## src/rtl/regfile_port_arbiter.sv

```systemverilog
// Purpose: round-robin arbiter sharing one register-file command port between requesters A and B.
// Latency: response valid 3 cycles after acceptance; at most one command every 4 cycles.
// Backpressure: one command in flight; both readies stay low until the response is consumed.
module regfile_port_arbiter #(
    parameter int DATA_W = 32,
    parameter int ADDR_W = 4
) (
    input  logic              clk,
    input  logic              rst,

    input  logic              reqa_valid,
    output logic              reqa_ready,
    input  logic              reqa_rd,
    input  logic              reqa_wr,
    input  logic [ADDR_W-1:0] reqa_waddr,
    input  logic [DATA_W-1:0] reqa_wdata,
    input  logic [ADDR_W-1:0] reqa_raddr1,
    input  logic [ADDR_W-1:0] reqa_raddr2,

    input  logic              reqb_valid,
    output logic              reqb_ready,
    input  logic              reqb_rd,
    input  logic              reqb_wr,
    input  logic [ADDR_W-1:0] reqb_waddr,
    input  logic [DATA_W-1:0] reqb_wdata,
    input  logic [ADDR_W-1:0] reqb_raddr1,
    input  logic [ADDR_W-1:0] reqb_raddr2,

    output logic              rsp_valid,
    input  logic              rsp_ready,
    output logic              rsp_id,
    output logic [DATA_W-1:0] rsp_op1,
    output logic [DATA_W-1:0] rsp_op2,

    output logic              rf_en,
    output logic              rf_rd,
    output logic              rf_wr,
    output logic [ADDR_W-1:0] rf_sel_i1,
    output logic [ADDR_W-1:0] rf_sel_o1,
    output logic [ADDR_W-1:0] rf_sel_o2,
    output logic [DATA_W-1:0] rf_ip1,
    input  logic [DATA_W-1:0] rf_op1,
    input  logic [DATA_W-1:0] rf_op2
);

    typedef enum logic [1:0] {
        IDLE = 2'd0,
        EXEC = 2'd1,
        WAIT = 2'd2,
        RESP = 2'd3
    } state_t;

    state_t state, state_nxt;

    // 0 = A, 1 = B; reset to B so A wins the first tie
    logic last_grant;
    logic lat_rd;

    logic              grant_vld;
    logic              sel_b;
    logic              g_rd;
    logic              g_wr;
    logic [ADDR_W-1:0] g_waddr;
    logic [DATA_W-1:0] g_wdata;
    logic [ADDR_W-1:0] g_raddr1;
    logic [ADDR_W-1:0] g_raddr2;

    always_comb begin
        grant_vld = 1'b0;
        sel_b     = 1'b0;
        if (state == IDLE && !rst) begin
            if (reqa_valid && reqb_valid) begin
                grant_vld = 1'b1;
                sel_b     = ~last_grant;
            end else if (reqa_valid) begin
                grant_vld = 1'b1;
            end else if (reqb_valid) begin
                grant_vld = 1'b1;
                sel_b     = 1'b1;
            end
        end
        reqa_ready = grant_vld & ~sel_b;
        reqb_ready = grant_vld & sel_b;
    end

    always_comb begin
        g_rd     = sel_b ? reqb_rd     : reqa_rd;
        g_wr     = sel_b ? reqb_wr     : reqa_wr;
        g_waddr  = sel_b ? reqb_waddr  : reqa_waddr;
        g_wdata  = sel_b ? reqb_wdata  : reqa_wdata;
        g_raddr1 = sel_b ? reqb_raddr1 : reqa_raddr1;
        g_raddr2 = sel_b ? reqb_raddr2 : reqa_raddr2;
    end

    always_comb begin
        state_nxt = state;
        case (state)
            IDLE:    if (grant_vld) state_nxt = EXEC;
            EXEC:    state_nxt = WAIT;
            WAIT:    state_nxt = RESP;
            RESP:    if (rsp_ready) state_nxt = IDLE;
            default: state_nxt = IDLE;
        endcase
    end

    always_ff @(posedge clk) begin
        if (rst) state <= IDLE;
        else     state <= state_nxt;
    end

    always_ff @(posedge clk) begin
        if (rst) begin
            last_grant <= 1'b1;
            lat_rd     <= 1'b0;
            rf_en      <= 1'b0;
            rf_rd      <= 1'b0;
            rf_wr      <= 1'b0;
            rf_sel_i1  <= '0;
            rf_sel_o1  <= '0;
            rf_sel_o2  <= '0;
            rf_ip1     <= '0;
            rsp_valid  <= 1'b0;
            rsp_id     <= 1'b0;
            rsp_op1    <= '0;
            rsp_op2    <= '0;
        end else begin
            case (state)
                IDLE: begin
                    if (grant_vld) begin
                        lat_rd     <= g_rd;
                        rf_en      <= g_rd | g_wr;
                        rf_rd      <= g_rd;
                        rf_wr      <= g_wr;
                        rf_sel_i1  <= g_waddr;
                        rf_sel_o1  <= g_raddr1;
                        rf_sel_o2  <= g_raddr2;
                        rf_ip1     <= g_wdata;
                        last_grant <= sel_b;
                        rsp_id     <= sel_b;
                    end
                end
                EXEC: begin
                    rf_en <= 1'b0;
                    rf_rd <= 1'b0;
                    rf_wr <= 1'b0;
                end
                WAIT: begin
                    // register file outputs are valid one edge after it samples the command
                    rsp_op1   <= lat_rd ? rf_op1 : '0;
                    rsp_op2   <= lat_rd ? rf_op2 : '0;
                    rsp_valid <= 1'b1;
                end
                RESP: begin
                    if (rsp_ready) rsp_valid <= 1'b0;
                end
                default: ;
            endcase
        end
    end

endmodule

```

## config.mk

```make
export PLATFORM = sky130hd
export DESIGN_NAME = regfile_port_arbiter
export DESIGN_NICKNAME = d
export VERILOG_FILES = /design/src/rtl/regfile_port_arbiter.sv
export SDC_FILE = /design/constraint.sdc
export NUM_CORES = 1
export LEC_CHECK = 0
export ABC_AREA = 1
export CAP_MARGIN = 20
export CELL_PAD_IN_SITES_DETAIL_PLACEMENT = 0
export CELL_PAD_IN_SITES_GLOBAL_PLACEMENT = 2
export CORE_MARGIN = 2
export CORE_UTILIZATION = 17
export DETAILED_ROUTE_END_ITERATION = 7
export GPL_TIMING_DRIVEN = 0
export PLACE_DENSITY = 0.79
export RECOVER_POWER = 25
export SLEW_MARGIN = 20
export SYNTH_ARGS = -nofsm -noshare
export SYNTH_HDL_FRONTEND = slang
export SYNTH_SLANG_ARGS = --single-unit
```

## constraint.sdc

```tcl
create_clock -name clk -period 1.6 [get_ports clk]
set_input_delay 0.24 -clock clk [delete_from_list [all_inputs] [get_ports clk]]
set_output_delay 0.24 -clock clk [all_outputs]
set_load 0.05 [all_outputs]
```

Yosys cells after proc, flatten, opt, wreduce, memory -nomap -nowiden
Index checks and enable logic that the tools add are counted.

operators by class
  reduce and logical (&&, ||, !) cells = 10
  equal/unequal tests = 5
  multiplexer cells = 26
  bitwise gates (word level) = 5

operators with widths
  operator                                                          count
  32-bit two-way mux                                                3
  1-bit two-way mux                                                 13
  4-bit two-way mux                                                 3
  1-bit one-hot mux with 2 select lines                             4
  2-bit one-hot mux with 4 select lines                             1
  2-bit AND reduction                                               4
  2-bit == test (second input constant)                             2
  2-bit two-way mux                                                 2
  2-bit != test (second input constant)                             2
  2-bit nonzero test                                                2
  1-bit bitwise AND                                                 2
  2-bit by 1-bit == test with 1-bit output (second input constant)  1
  1-bit logical AND                                                 2
  2-bit zero test                                                   1
  1-bit inverter                                                    2
  1-bit zero test                                                   1
  1-bit OR                                                          1

word-level totals
  word-level logic and storage cells = 60
  bits in registers = 117
  output and inout bits = 115

Logic depth before layout (Yosys ltp)
  word-level depth = 8
  mapped depth = 11
  gate-level depth less buffers = 10

Least setup slack after synthesis
Ideal clock, no wire load.

  path kind = reg2reg
  start = reg state[0]
  end = reg rf_sel_i1[0]
  arrival = 1517 ps
  slack = 13 ps
  stages on the path, launching flop included = 12
  clock period less this slack = 1587 ps
  library setup time = 70 ps
  buffers on the path = 1
  required time = 1530 ps
  cells stage by stage = dfxtp_1 -> inv_1 -> ha_1 -> inv_2 -> nor2_4 -> nand2_2 -> inv_2 -> nand2_1 -> inv_2 -> buf_4 -> nand2_1 -> a21oi_1

between the ends
  cells in the longest elaborated chain, start to end = 4

RTL lines
  element                                                   line     text
  from (decl)                                               53       state_t state, state_nxt;
  from (signal assigned)                                    108      else state <= state_nxt;
  2-bit zero test (*)                                       71, 127
  1-bit logical AND                                         71       if (state == IDLE && !rst) begin
  1-bit two-way mux                                         71
  4-bit two-way mux or 2-bit AND reduction (tied branches)  n/a
  to (signal assigned)                                      134      rf_sel_i1 <= g_waddr;
  to (decl)                                                 38       output logic [ADDR_W-1:0] rf_sel_i1,

Mark *: on every way between the ends. The rest lies on a longest branch, timed or not.
A chain may end at the register's enable or synchronous reset.

Worst setup path after layout
  start = reg state[0]
  end = out reqa_ready

between the ends
  cells in the longest elaborated chain, start to end = 5

RTL lines
  element                line  text
  2-bit zero test (*)    71
  1-bit logical AND (*)  71
  1-bit two-way mux      71
  1-bit inverter         82    reqa_ready = grant_vld & ~sel_b;
  1-bit bitwise AND (*)  82
  to (decl)              12    output logic reqa_ready,

Marked as above.

==> results_tabular.tex <==
\begin{tabular}{lr}
\hline
Metric & Value \\
\hline
\multicolumn{2}{l}{\textbf{Power}} \\
Leakage Power & 3.76 nW \\
Maximum resistive drop on vdd & 0.564 mV \\
Power, Total & 13.2 mW \\
Power per unit of standard cell area & 1430 nW/um\^{}2 \\
\multicolumn{2}{l}{\textbf{Yosys}} \\
Mean cell area of the mapped netlist & 8.10 um\^{}2 \\
Synthesized-area fraction occupied by and/or/nand/nor cells & 20.2\% \\
Area of the mapped netlist & 4490 um\^{}2 \\
Fraction of the yosys area taken by sequential cells & 52.2\% \\
Synth Instances & 554 \\
Synth Net Count & 720 \\
FF+latch count, synth & 117 \\
Largest family of logic cells by synthesized area & compound AO/OA/AOI/OAI gates \\
Proportion of synthesized area in mux cells & 0\% \\
Synth Area in Compound Gates & 20.3\% \\
Synth unique cells & 22 \\
Syn. warnings & 0 \\
Xor/xnor cell area share of the yosys netlist & 0\% \\
Adder and majority gate portion of the synthesized area & 1.39\% \\
\multicolumn{2}{l}{\textbf{Floorplanning}} \\
Width of the die & 167 um \\
Die span in y & 167 um \\
Core box area & 26,000 um\^{}2 \\
Die area & 27,700 um\^{}2 \\
Ports placed on the boundary & 276 \\
Starting utilization of the core area & 17.3\% \\
\# rows & 59 \\
\multicolumn{2}{l}{\textbf{Timing}} \\
Final Max Slew Viols & 0 \\
Final setup vio count & 94 \\
Skew final & 13.8 ps \\
Highest achievable clock rate & 0.530 GHz \\
Worst-case setup margin in the final layout & -288 ps \\
Worst-margin pin slew & 694 ps \\
Slew Limit Headroom & 53.7\% \\
Setup repair after global routing missed its margin & yes \\
Tcrit/Tclk final & 118\% \\
Final hold violation count & 0 \\
Final critical-path required period & 1890 ps \\
\multicolumn{2}{l}{\textbf{Worst setup path}} \\
Critical R2R Launch & state[0] \\
CP peak stage delay & 320 ps \\
Worst r2r dst & rsp\_op2[20] \\
Start-to-end type of the worst setup path & register to output pin \\
Depth of the worst register-to-register path & 8 \\
Crit start category & register \\
CP required & 1360 ps \\
Crit-path cells & inv\_2, ha\_4, inv\_4, nor2\_4, nand2\_4, inv\_4, nand2\_2, inv\_2, buf\_6, buf\_8 \\
Cell with the biggest individual delay on the critical path & sky130\_fd\_sc\_hd\_\_dfxtp\_2 \\
Peak fanout along the critical path & 3 \\
CP endpoint kind & output pin \\
Critical Path AT & 1650 ps \\
Reg2reg setup slack & -190 ps \\
\multicolumn{2}{l}{\textbf{Layout}} \\
Share of cells above drive strength 1 & 23.9\% \\
Area delta synth->final & 105\% \\
Number of nets in the layout & 1,051 \\
Area occupied by multi-input gates & 2330 um\^{}2 \\
Number of diodes added for antenna fixing & 0 \\
Total non-filler cell area in the finished layout & 9230 um\^{}2 \\
Fillcell total & 2,798 \\
Register area & 2340 um\^{}2 \\
\multicolumn{2}{l}{\textbf{Outcome}} \\
Violations in the final reports & negative setup slack \\
Run status & complete, but fails checks \\
\multicolumn{2}{l}{\textbf{Clock tree}} \\
Number of clock buffers inserted by TritonCTS & 17 \\
Insertion delay of the later-clocked pin in the worst-skew pair & 420 ps \\
Htree depth & 4 \\
Root buffer cell & sky130\_fd\_sc\_hd\_\_clkbuf\_16 \\
Clock slew at the register clock pins of the worst setup and hold paths & 60 ps \\
Buffer depth of the longest clock path & 2 \\
CTS sink count & 117 \\
TritonCTS clock tree & built \\
Cts-stage hold buffer count & 0 \\
\multicolumn{2}{l}{\textbf{Route}} \\
Drt total wl & 21,000 um \\
Routed vias & 5,235 \\
Pre-Repair DR Iteration Count & 4 \\
Antenna-violating nets left & 0 \\
Final routed DRC violation total & 0 \\
1st-iter DRT viols & 210 \\
Detailed-route wire length per cell & 17.0 um \\
Number of vias per cell & 4.25 \\
\multicolumn{2}{l}{\textbf{Run}} \\
Count of max-cap constraint violations & 0 \\
\multicolumn{2}{l}{\textbf{Global routing}} \\
GR Util All Layers & 14.3\% \\
Total gr overflow & 0 \\
Maximum number of pins on one net before global-route repair & 17 \\
Wire length of the first global-routing pass & 30,500 um \\
Antenna violations before repair & 0 \\
Via count of the first global-routing pass & 5,130 \\
\multicolumn{2}{l}{\textbf{Place}} \\
Detailed placer's ending HPWL & 14,800 um \\
Last weighted congestion value of the routability-driven placer & 0.723 \\
Post-Place Cell Area & 7660 um\^{}2 \\
Input/output buffers & 275 \\
\multicolumn{2}{l}{\textbf{Min path}} \\
Class of the worst hold path & primary input to register \\
Startpoint of the most critical hold path & reqa\_wdata[22] \\
Cell depth of the worst hold path & 3 \\
End point of the most critical hold path & rf\_ip1[22] \\
\hline
\end{tabular}
==> layer usage <==
| metal | vias to the layer above | wire length, um | GRT usage (%) | share of wire, % |
|---|---|---|---|---|
| li1 | 2573 | - | - | - |
| met1 | 2428 | 8950 | 17.2 | 43 |
| met2 | 221 | 9990 | 23.7 | 48 |
| met3 | 13 | 1860 | 5.61 | 8.9 |
| met4 | 0 | 212 | 4.09 | 1.0 |
| met5 | - | 0 | 0 | 0 |
==> where the power goes <==
part / total, mW / switching [mW] / internal, mW
clock network: 3.81 / 1.49 / 2.33
logic: 5.90 / 3.44 / 2.46
registers: 3.52 / 0.241 / 3.28
total: 13.2 / 5.17 / 8.06
==> stage by stage <==
stage	setup WS (ps)	setup TNS (ps)	cells	util (%)	hold WS (ps)
after global placement	-1290	-43660	1164	29.5	447
after floorplan	12.8	0	554	-	387
after detailed placement	-1290	-46370	1164	29.5	454
after global routing	-376	-21220	1233	35.5	364
final	-288	-11570	1233	35.5	380
after CTS	-326	-1190	1211	32.6	360
==> synthesized netlist by cell type, drive strengths merged <==
master,instances,area share (%)
nand4,1,0.14
clkbuf,26,2.2
nand3,74,8.4
ha,5,1.4
inv,15,1.3
clkinv,1,0.11
a22oi,40,6.7
o211ai,1,0.17
nor3,2,0.22
buf,19,2.3
dfxtp,117,52
o21ai,11,1.2
a21oi,110,12
nand2,125,11
nor2,7,0.92
==> area by class of cell <==
type | instances | share of cell area, %
multi-input combinational | 376 | 25.2
tap | 335 | 4.54
sequential | 117 | 25.4
inverter | 16 | 0.868
timing repair buffer | 313 | 33.2
buffer | 44 | 4.48
clock buffer | 19 | 4.80
clock inverter | 13 | 1.44
==> flip-flops by register name, indices dropped and copies added, names as in the netlist <==
signal and count:
rf_ip1 32, rsp_op1 32, rsp_op2 32, rf_sel_i1 4, rf_sel_o1 4, rf_sel_o2 4
state 2, last_grant 1, lat_rd 1, rf_en 1, rf_rd 1, rf_wr 1
rsp_id 1, rsp_valid 1
==> worst max-delay path: cells and delay by family (launching register included) <==
kind,cells,cell delay [ps]
adder cells (fa/ha/maj),1,160
AND/OR/NAND/NOR,3,270
flip-flops,1,320
buffers and inverters,6,490
==> layout by cell type (no fill, tap or decap), types with 4 or more instances in the layout <==
cell type,instances
sky130_fd_sc_hd__clkdlybuf4s50_1,160
sky130_fd_sc_hd__dfxtp_1,115
sky130_fd_sc_hd__a21oi_1,100
sky130_fd_sc_hd__nand2_1,98
sky130_fd_sc_hd__dlygate4sd2_1,87
sky130_fd_sc_hd__nand3_1,68
sky130_fd_sc_hd__a22oi_2,40
sky130_fd_sc_hd__buf_4,29
sky130_fd_sc_hd__clkbuf_16,23
sky130_fd_sc_hd__clkbuf_2,16
sky130_fd_sc_hd__clkdlybuf4s15_1,16
sky130_fd_sc_hd__nand2_2,14
sky130_fd_sc_hd__nand2_4,12
sky130_fd_sc_hd__buf_12,11
sky130_fd_sc_hd__a21oi_2,10
sky130_fd_sc_hd__clkbuf_1,9
sky130_fd_sc_hd__inv_1,8
sky130_fd_sc_hd__buf_8,8
sky130_fd_sc_hd__buf_6,7
sky130_fd_sc_hd__o21ai_1,5
sky130_fd_sc_hd__nand3_2,5
sky130_fd_sc_hd__clkinv_2,5
sky130_fd_sc_hd__inv_2,4
sky130_fd_sc_hd__o21ai_0,4
sky130_fd_sc_hd__nor2_1,4
sky130_fd_sc_hd__ha_1,4
sky130_fd_sc_hd__clkinvlp_4,4
==> how the worst max path moves through the flow <==
stage	from	to	slack [ps]	cells past startpoint
CTS	state[1]	reqa_ready	-330	10
global route	state[0]	reqa_ready	-380	10
floorplan	state[0]	rf_sel_i1[0]	10	11
detailed placement	rst	reqb_ready	-1290	7
global placement	rst	reqb_ready	-1290	7
finish	state[0]	reqa_ready	-290	10
==> logic make-up after synthesis <==
family / after synthesis
flip-flops: 117
AO/OA/AOI/OAI: 162
adder cells (fa/ha/maj): 5
buffers and inverters: 61
AND/OR/NAND/NOR: 209
==> what timing repair did <==
item,4_1_cts,5_1_grt
pin swaps,6,30
setup buffers,16,17
cloned,0,6
endpoints found under the setup margin,227,126
gates resized for setup,207,191
No activity file was read; power rests on OpenSTA's default activity.
